==> src/rtl/trailing_one_iter.sv <==
// Sequential set-bit iterator: captures a vector and emits the index of each set bit, one per
// accepted beat, lowest-first (MSB_FIRST=0) or highest-first (MSB_FIRST=1).
// Optional feature macro: TRAILING_ONE_ITER_COUNT_EN adds o_remain (beats left incl. current).
module trailing_one_iter #(
  parameter int unsigned DATA_WD   = 8,
  parameter int unsigned IND_WD    = (DATA_WD > 1) ? $clog2(DATA_WD) : 1,
  parameter bit          MSB_FIRST = 1'b0
) (
  input  logic               i_clk,
  input  logic               i_rst,
  input  logic               i_valid,
  input  logic [DATA_WD-1:0] i_a,
  output logic               o_ready,
  output logic               o_valid,
  output logic [IND_WD-1:0]  o_index,
  output logic               o_last,
  input  logic               i_ready,
`ifdef TRAILING_ONE_ITER_COUNT_EN
  output logic [IND_WD:0]    o_remain,
`endif
  output logic               o_none
);

  localparam logic StIdle = 1'b0;
  localparam logic StScan = 1'b1;

  localparam logic [DATA_WD-1:0] VecOne = DATA_WD'(1);

  logic               st_q, st_d;
  logic [DATA_WD-1:0] vec_q, vec_d;
  logic               none_q, none_d;

  logic [DATA_WD-1:0] vec_rev, sel_rev, sel;
  logic [IND_WD-1:0]  idx;
  logic               last;
  logic               load, beat;

  // Pick the one-hot of the next bit to emit; MSB-first isolates the lowest bit of the
  // bit-reversed vector and reverses it back.
  always_comb begin
    vec_rev = '0;
    sel_rev = '0;
    sel     = '0;
    for (int i = 0; i < int'(DATA_WD); i++) begin
      vec_rev[i] = vec_q[int'(DATA_WD) - 1 - i];
    end
    if (MSB_FIRST) begin
      sel_rev = vec_rev & (~vec_rev + VecOne);
      for (int i = 0; i < int'(DATA_WD); i++) begin
        sel[i] = sel_rev[int'(DATA_WD) - 1 - i];
      end
    end else begin
      sel = vec_q & (~vec_q + VecOne);
    end
  end

  // Binary-encode the one-hot selection; only real bit positions contribute.
  always_comb begin
    idx = '0;
    for (int i = 0; i < int'(DATA_WD); i++) begin
      if (sel[i]) begin
        idx = idx | IND_WD'(i);
      end
    end
  end

  // Handshake decode and outputs, all derived from registered state.
  always_comb begin
    load    = (st_q == StIdle) && i_valid;
    beat    = (st_q == StScan) && i_ready;
    last    = (vec_q == sel);
    o_ready = (st_q == StIdle);
    o_valid = (st_q == StScan);
    o_index = (st_q == StScan) ? idx : '0;
    o_last  = (st_q == StScan) && last;
    o_none  = none_q;
  end

  // Next-state: load a non-zero vector, flag an all-zero one, clear each emitted bit.
  always_comb begin
    st_d   = st_q;
    vec_d  = vec_q;
    none_d = 1'b0;
    if (load) begin
      if (|i_a) begin
        vec_d = i_a;
        st_d  = StScan;
      end else begin
        none_d = 1'b1;
      end
    end else if (beat) begin
      vec_d = vec_q & ~sel;
      if (last) begin
        st_d = StIdle;
      end
    end
  end

  // State registers; reset drops any remaining bits of an in-flight vector.
  always_ff @(posedge i_clk) begin
    if (i_rst) begin
      st_q   <= StIdle;
      vec_q  <= '0;
      none_q <= 1'b0;
    end else begin
      st_q   <= st_d;
      vec_q  <= vec_d;
      none_q <= none_d;
    end
  end

`ifdef TRAILING_ONE_ITER_COUNT_EN
  logic [IND_WD:0] cnt_q, cnt_d, pop;

  // Popcount of the incoming vector, loaded on accept and counted down per beat.
  always_comb begin
    pop = '0;
    for (int i = 0; i < int'(DATA_WD); i++) begin
      pop = pop + {{IND_WD{1'b0}}, i_a[i]};
    end
    cnt_d = cnt_q;
    if (load && (|i_a)) begin
      cnt_d = pop;
    end else if (beat) begin
      cnt_d = cnt_q - {{IND_WD{1'b0}}, 1'b1};
    end
    o_remain = cnt_q;
  end

  // Remaining-beat counter register.
  always_ff @(posedge i_clk) begin
    if (i_rst) begin
      cnt_q <= '0;
    end else begin
      cnt_q <= cnt_d;
    end
  end
`endif

endmodule

==> config.mk <==
export PLATFORM = sky130hd
export DESIGN_NAME = trailing_one_iter
export DESIGN_NICKNAME = d
export VERILOG_FILES = /design/src/rtl/trailing_one_iter.sv
export SDC_FILE = /design/constraint.sdc
export NUM_CORES = 1
export LEC_CHECK = 0
export ABC_CLOCK_PERIOD_IN_PS = 1490
export CORE_MARGIN = 3
export CORE_UTILIZATION = 41
export DETAILED_ROUTE_END_ITERATION = 10
export PLACE_DENSITY = 0.82
export SLEW_MARGIN = 30
export SYNTH_ARGS = -nofsm -noshare
export SYNTH_HDL_FRONTEND = slang
export SYNTH_SLANG_ARGS = --single-unit
==> constraint.sdc <==
create_clock -name i_clk -period 1.49 [get_ports i_clk]
set_input_delay 0.3725 -clock i_clk [delete_from_list [all_inputs] [get_ports i_clk]]
set_output_delay 0.3725 -clock i_clk [all_outputs]
set_load 0.05 [all_outputs]
==> results of run 1 <==
-- metal layers --
metal | wire length, um | vias up | share of wire
met5 | 0 | - | 0
met4 | 197 | 0 | 0.059
met3 | 266 | 26 | 0.079
met2 | 1667 | 70 | 0.50
met1 | 1224 | 494 | 0.36
li1 | - | 441 | -
-- cells by family (layout without fill, tap and decap cells) --
group	after synthesis	count (layout)	share of synthesized area
AND/OR/NAND/NOR	40	40	0.3375
flip-flops	10	10	0.2888
buffers and inverters	9	61	0.05054
AO/OA/AOI/OAI	31	31	0.3231
-- worst max path at each step --
stage	to	slack, ps	cells past startpoint
finish	o_last	-500	5
detailed placement	vec_q[0]	-610	5
global route	o_last	-580	5
CTS	o_last	-430	5
global placement	vec_q[5]	-490	5
floorplan	o_index[1]	-130	5
-- sequential cells by signal, summed over array words and instances, names as in the netlist --
| signal | cells |
|---|---|
| o_valid | 1 |
| o_none | 1 |
| vec_q | 8 |
-- power by group --
part / leakage (uW) / internal [uW] / switching, uW
combinational: 0.000445 / 311 / 308
sequential: 0.0000847 / 291 / 43.2
clock: 0.0000210 / 149 / 117
total: 0.000551 / 751 / 468
-- cell type report --
| type | instances | area (um2) | area share |
|---|---|---|---|
| multi-input combinational | 71 | 530.5 | 0.4038 |
| tap | 16 | 20.02 | 0.01524 |
| timing repair buffer | 54 | 501.7 | 0.3819 |
| clock buffer | 4 | 36.28 | 0.02762 |
| sequential | 10 | 210.2 | 0.1600 |
| inverter | 3 | 15.01 | 0.01143 |
-- repair_timing --
action                                  4_1_cts  5_1_grt
gates resized for setup                      16       22
buffers inserted                             10        1
endpoints found under the setup margin       13       12
hold endpoints to repair                      0        0
pin swaps                                     8        8
-- worst register-to-register path, stage by stage (launching register included) --
cell and delay (ps):
dfxtp_2 360, nor3_4 270, buf_4 160, buf_4 90
buf_4 100, a31oi_1 130, a221oi_4 240, nor3_2 80
-- placed cells by master, fill, tap and decap left out, types with 2 or more instances in the layout --
cell type	n
clkbuf_2	8
o21ai_1	4
nor4_1	2
buf_12	7
a21oi_1	6
a22oi_2	2
nor3_1	2
clkbuf_4	3
nor2b_1	2
o21ai_0	2
nand2b_1	4
buf_4	31
clkdlybuf4s50_1	2
nor2_1	9
inv_1	2
nand3b_1	5
nor2_4	3
dfxtp_2	5
dfxtp_1	4
or4_4	2
nand2_1	4
a31oi_1	5
buf_6	5
-- per-stage QoR --
step	TNS (ps)	worst slack (ps)	cells
after floorplan	-455.0	-126.2	90
after global placement	-5002	-494.4	143
after detailed placement	-5957	-605.4	143
after CTS	-1672	-434.2	157
after global routing	-2383	-578.4	158
final	-1915	-500.4	158
==> impl_metrics.json, run 1 <==
{
  "clkLatencyLatePin_ps": 290,
  "synth.most_common_cell": "nor2_1",
  "fmax_mhz": 502.4,
  "rr_worst_depth": 7,
  "place.gp.congestion": 0.8324,
  "synth.distinct_cells": 33,
  "crit_path_cell_trace": "nor3_4, a31oi_1, a22oi_2, and2_4, buf_12",
  "drt-total-wl_mm": 3.355,
  "grt_usage": 0.3333,
  "ys_seq_area_frac": 0.2888,
  "ys.flop_type": "dfxtp_1",
  "core_area_um2": 1541,
  "grt_max_degree": 14,
  "cp_slowest_stage_delay_ps": 360,
  "synthArstFlopShare": 0,
  "first_iter_violations": 47,
  "numCtsBuffers": 3,
  "placementRows": 14,
  "final_layout_size_suffix_gt1_frac": 0.5704,
  "rr_endpoint": "vec_q[7]",
  "yosys.area.top_type_share": 0.2888,
  "min_from": "i_a[1]",
  "p_leak_uw": 0.0005509,
  "root_buffer": "clkbuf_4",
  "die_h_um": 47.12,
  "yosys-top-cells-count": "12 x nor2_1, 10 x dfxtp_1, 8 x a21oi_1",
  "r2r-start": "vec_q[3]",
  "cp_top_family": "simple AND/OR/NAND/NOR gates",
  "run_status": "finished, violations left",
  "die_w_um": 47.12,
  "critPathLaunchType": "register",
  "start_util": 0.4497,
  "setup_ws_ps": -500.4,
  "grt_overflow": 0,
  "final_cell_area_um2": 1314,
  "whs_endpoint": "vec_q[1]",
  "hold_path.class": "primary input to register",
  "yosys.area.top_type": "dfxtp_1",
  "wire_per_inst_um": 21.23,
  "vias": 1031,
  "postSynthAreaPerCell_um2": 7.702,
  "crit_start": "vec_q[3]",
  "setup_viol": 5,
  "violations": "negative setup slack",
  "critPathCaptureType": "output port",
  "hold_buffers": 0,
  "hold_viol": 0,
  "netlist_instances": 90,
  "grt.met1_usage": 0.3509,
  "busiest_layer": "met2",
  "path_clk_slew_ps": 80,
  "cts_tree": "built",
  "power_uw": 1219,
  "crit_arrival_ps": 1620,
  "ys_ff_latch": 10,
  "period_share": 1.336,
  "io_pins": 19,
  "ys_warn_count": 0,
  "grtUsageMet2": 0.5393,
  "crit_buf_inv": 1,
  "worstMarginPinSlew_ps": 414.6,
  "power.density_nw_per_um2": 927.9,
  "peakVddDrop_uv": 774.2,
  "drv_slew": 0,
  "path_class": "register to output port",
  "synth_area_leaders": "dfxtp_1 29%, nor2_1 6.5%, a21oi_1 5.8%",
  "maxCapViolCount": 0,
  "max_slew_margin": 0.7230,
  "grt_pass1_vias": 991,
  "rsz0062_at_grt": "true",
  "drc": 0,
  "area_growth_pct": 89.53,
  "numClockSinks": 10,
  "drt.antenna.violating_nets": 0,
  "firstDrtPassIters": 4,
  "dpl_cell_area_um2": 1181,
  "fill_cells": 77,
  "met3_usage": 0.1073,
  "required_ps": 1120,
  "whs_path_depth": 3,
  "fin_util": 0.8523,
  "synth_edf_count": 0,
  "portBuffers": 18,
  "antenna_cells": 0,
  "grt_pass1_wl_mm": 4.781,
  "via_per_inst": 6.525,
  "syn_nets": 102,
  "timing.hold.ws_ps": 381.7,
  "worstPathMaxFanout": 5,
  "nNetsFinal": 155,
  "crit_path_top_delay_cell": "dfxtp_2",
  "die-area_um2": 2220,
  "synthesis.area_um2": 693.2,
  "clk_path_buf_depth": 2,
  "dp_hpwl_mm": 1.870,
  "h-tree-depth": 1,
  "antenna_found_initial": 0,
  "fin_worst_skew_ps": 7.386,
  "timing.final.crit_period_ps": 1990,
  "rrSetupSlack_ps": -40
}
No activity file was read; power rests on OpenSTA's default activity.
==> run 2, diff against run 1 <==
Settings changed: SETUP_SLACK_MARGIN set to 0.05.
==> impl_metrics.json, run 2 (synthesis gave the netlist of run 1 again) <==
{
  "run_status": "finished, violations left",
  "violations": "negative setup slack",
  "peakVddDrop_uv": 604.2,
  "dp_hpwl_mm": 1.777,
  "first_iter_violations": 41,
  "numClockSinks": 10,
  "final_cell_mix": "25 x buf_4, 10 x nor2_1, 7 x a21oi_1, 7 x buf_12, 6 x dfxtp_1",
  "grt_max_degree": 16,
  "fin_util": 0.7995,
  "place_inst": 140,
  "layout_commonest_cell": "buf_4",
  "layoutNonFillerInstCount": 149,
  "worstPathMaxFanout": 5,
  "switching_power_uw": 415.9,
  "placementRows": 14,
  "die_w_um": 47.12,
  "maxCapViolCount": 0,
  "nNetsFinal": 146,
  "rsz0062_at_grt": "true",
  "final_layout_size_suffix_gt1_frac": 0.5038,
  "hold_buffers": 0,
  "worstMarginPinSlew_ps": 327.4,
  "pwr-share-seq": 0.293,
  "multi_input_area_um2": 531.8,
  "fill_cells": 93,
  "combPwrFrac": 0.471,
  "path_class": "register to output port",
  "crit_path_top_delay_cell": "dfxtp_2",
  "portBuffers": 18,
  "required_ps": 1120,
  "period_share": 1.321,
  "hold_viol": 0,
  "numCtsBuffers": 3,
  "grt_pass1_wl_mm": 3.726,
  "fin_worst_skew_ps": 6.301,
  "crit_path_cell_trace": "nor3_4, a31oi_1, a22oi_2, and2_4, buf_12",
  "core_area_um2": 1541,
  "wire_per_inst_um": 16.62,
  "cp_slowest_stage_delay_ps": 360,
  "crit_arrival_ps": 1600,
  "h-tree-depth": 1,
  "drv_slew": 0,
  "die-area_um2": 2220,
  "largest_register_ff_count": 8,
  "area_growth_pct": 77.80,
  "root_buffer": "clkbuf_4",
  "setup_tns_ps": -1769,
  "timing.final.crit_period_ps": 1968,
  "cts_tree": "built",
  "grt_overflow": 0,
  "intPower_uw": 706.9,
  "crit_buf_inv": 1,
  "antenna_found_initial": 0,
  "max_slew_margin": 0.7812,
  "final-seq-area_um2": 207.7,
  "die_h_um": 47.12,
  "drc": 0,
  "place.gp.congestion": 0.8347,
  "power.density_nw_per_um2": 911.0,
  "power_uw": 1123,
  "timing.hold.ws_ps": 348.1,
  "clkPwrFrac": 0.236,
  "clkLatencyLatePin_ps": 290,
  "hold_path.class": "primary input to register",
  "setup_viol": 4,
  "drt-total-wl_mm": 2.476,
  "vias": 868,
  "path_clk_slew_ps": 80,
  "critPathLaunchType": "register",
  "io_pins": 19,
  "swShare": 0.3704,
  "antenna_cells": 0,
  "regMostFlops": "vec_q",
  "setup_ws_ps": -477.7,
  "critPathCaptureType": "output port",
  "start_util": 0.4497,
  "fmax_mhz": 508.2,
  "grt_usage": 0.2512,
  "grt_pass1_vias": 807,
  "via_per_inst": 5.826,
  "clk_path_buf_depth": 2,
  "cp_top_family": "simple AND/OR/NAND/NOR gates",
  "p_leak_uw": 0.0004987,
  "drt.antenna.violating_nets": 0,
  "firstDrtPassIters": 4
}
## run 2: cell types whose count changed in the layout (fill, tap and decap cells not counted), moves of 2 or more
cell and change:
buf_2 +2, buf_4 -6, buf_6 -4, clkbuf_2 -4, clkdlybuf4s15_1 +2, dfxtp_1 +2, dfxtp_2 -2
## run 2: worst paths after layout
path / startpoint / end / slack (ps) / cells after the start
hold / removal: i_a[1] / vec_q[1] / 350 / 3
setup / recovery: vec_q[1] / o_last / -480 / 5
hold reg to reg: vec_q[6] / vec_q[6] / 590 / 2
setup reg to reg: o_valid / vec_q[7] / 150 / 6
## run 2: layout make-up
class,instances,share of cell area
Clock buffer,4,0.02944
Inverter,3,0.01218
Multi-Input combinational cell,72,0.4315
Sequential cell,10,0.1685
Tap cell,16,0.01624
Timing Repair Buffer,44,0.3421
## run 2: metal layers
metal	vias to the layer above	global-route usage	part of all wire
met1	405	0.3333	0.42
met5	-	0	0
li1	422	-	-
met2	37	0.3686	0.49
met3	4	0.08429	0.073
met4	0	0.1105	0.019
## run 2: through the flow
step / setup WS [ps] / area, um2
after global placement: -488.6 / 1159
final: -477.7 / 1232
after floorplan: -126.2 / 757.0
after detailed placement: -555.0 / 1159
after CTS: -451.3 / 1215
after global routing: -526.6 / 1232
## run 2: worst register-to-register path, cell delays in order (launching register included)
cell and delay, ps:
dfxtp_4 370, buf_4 160, nor2b_4 220, buf_6 160, a31oi_1 60, a221oi_2 210
nor3_2 50
## run 2: power groups by stage
stage	clock network (uW)	registers, uW	logic [uW]
after CTS	254	332	499
final	265	329	529
after floorplan	0	330	266
after global routing	276	333	563
after detailed placement	0	336	491
after global placement	0	334	482
## run 2: what timing repair did
| action | in CTS | in global routing |
|---|---|---|
| gates resized for setup | 21 | 10 |
| endpoints found under the setup margin | 14 | 11 |
| gates cloned | 1 | 0 |
| pin swaps | 8 | 6 |
| buffers inserted | 0 | 4 |
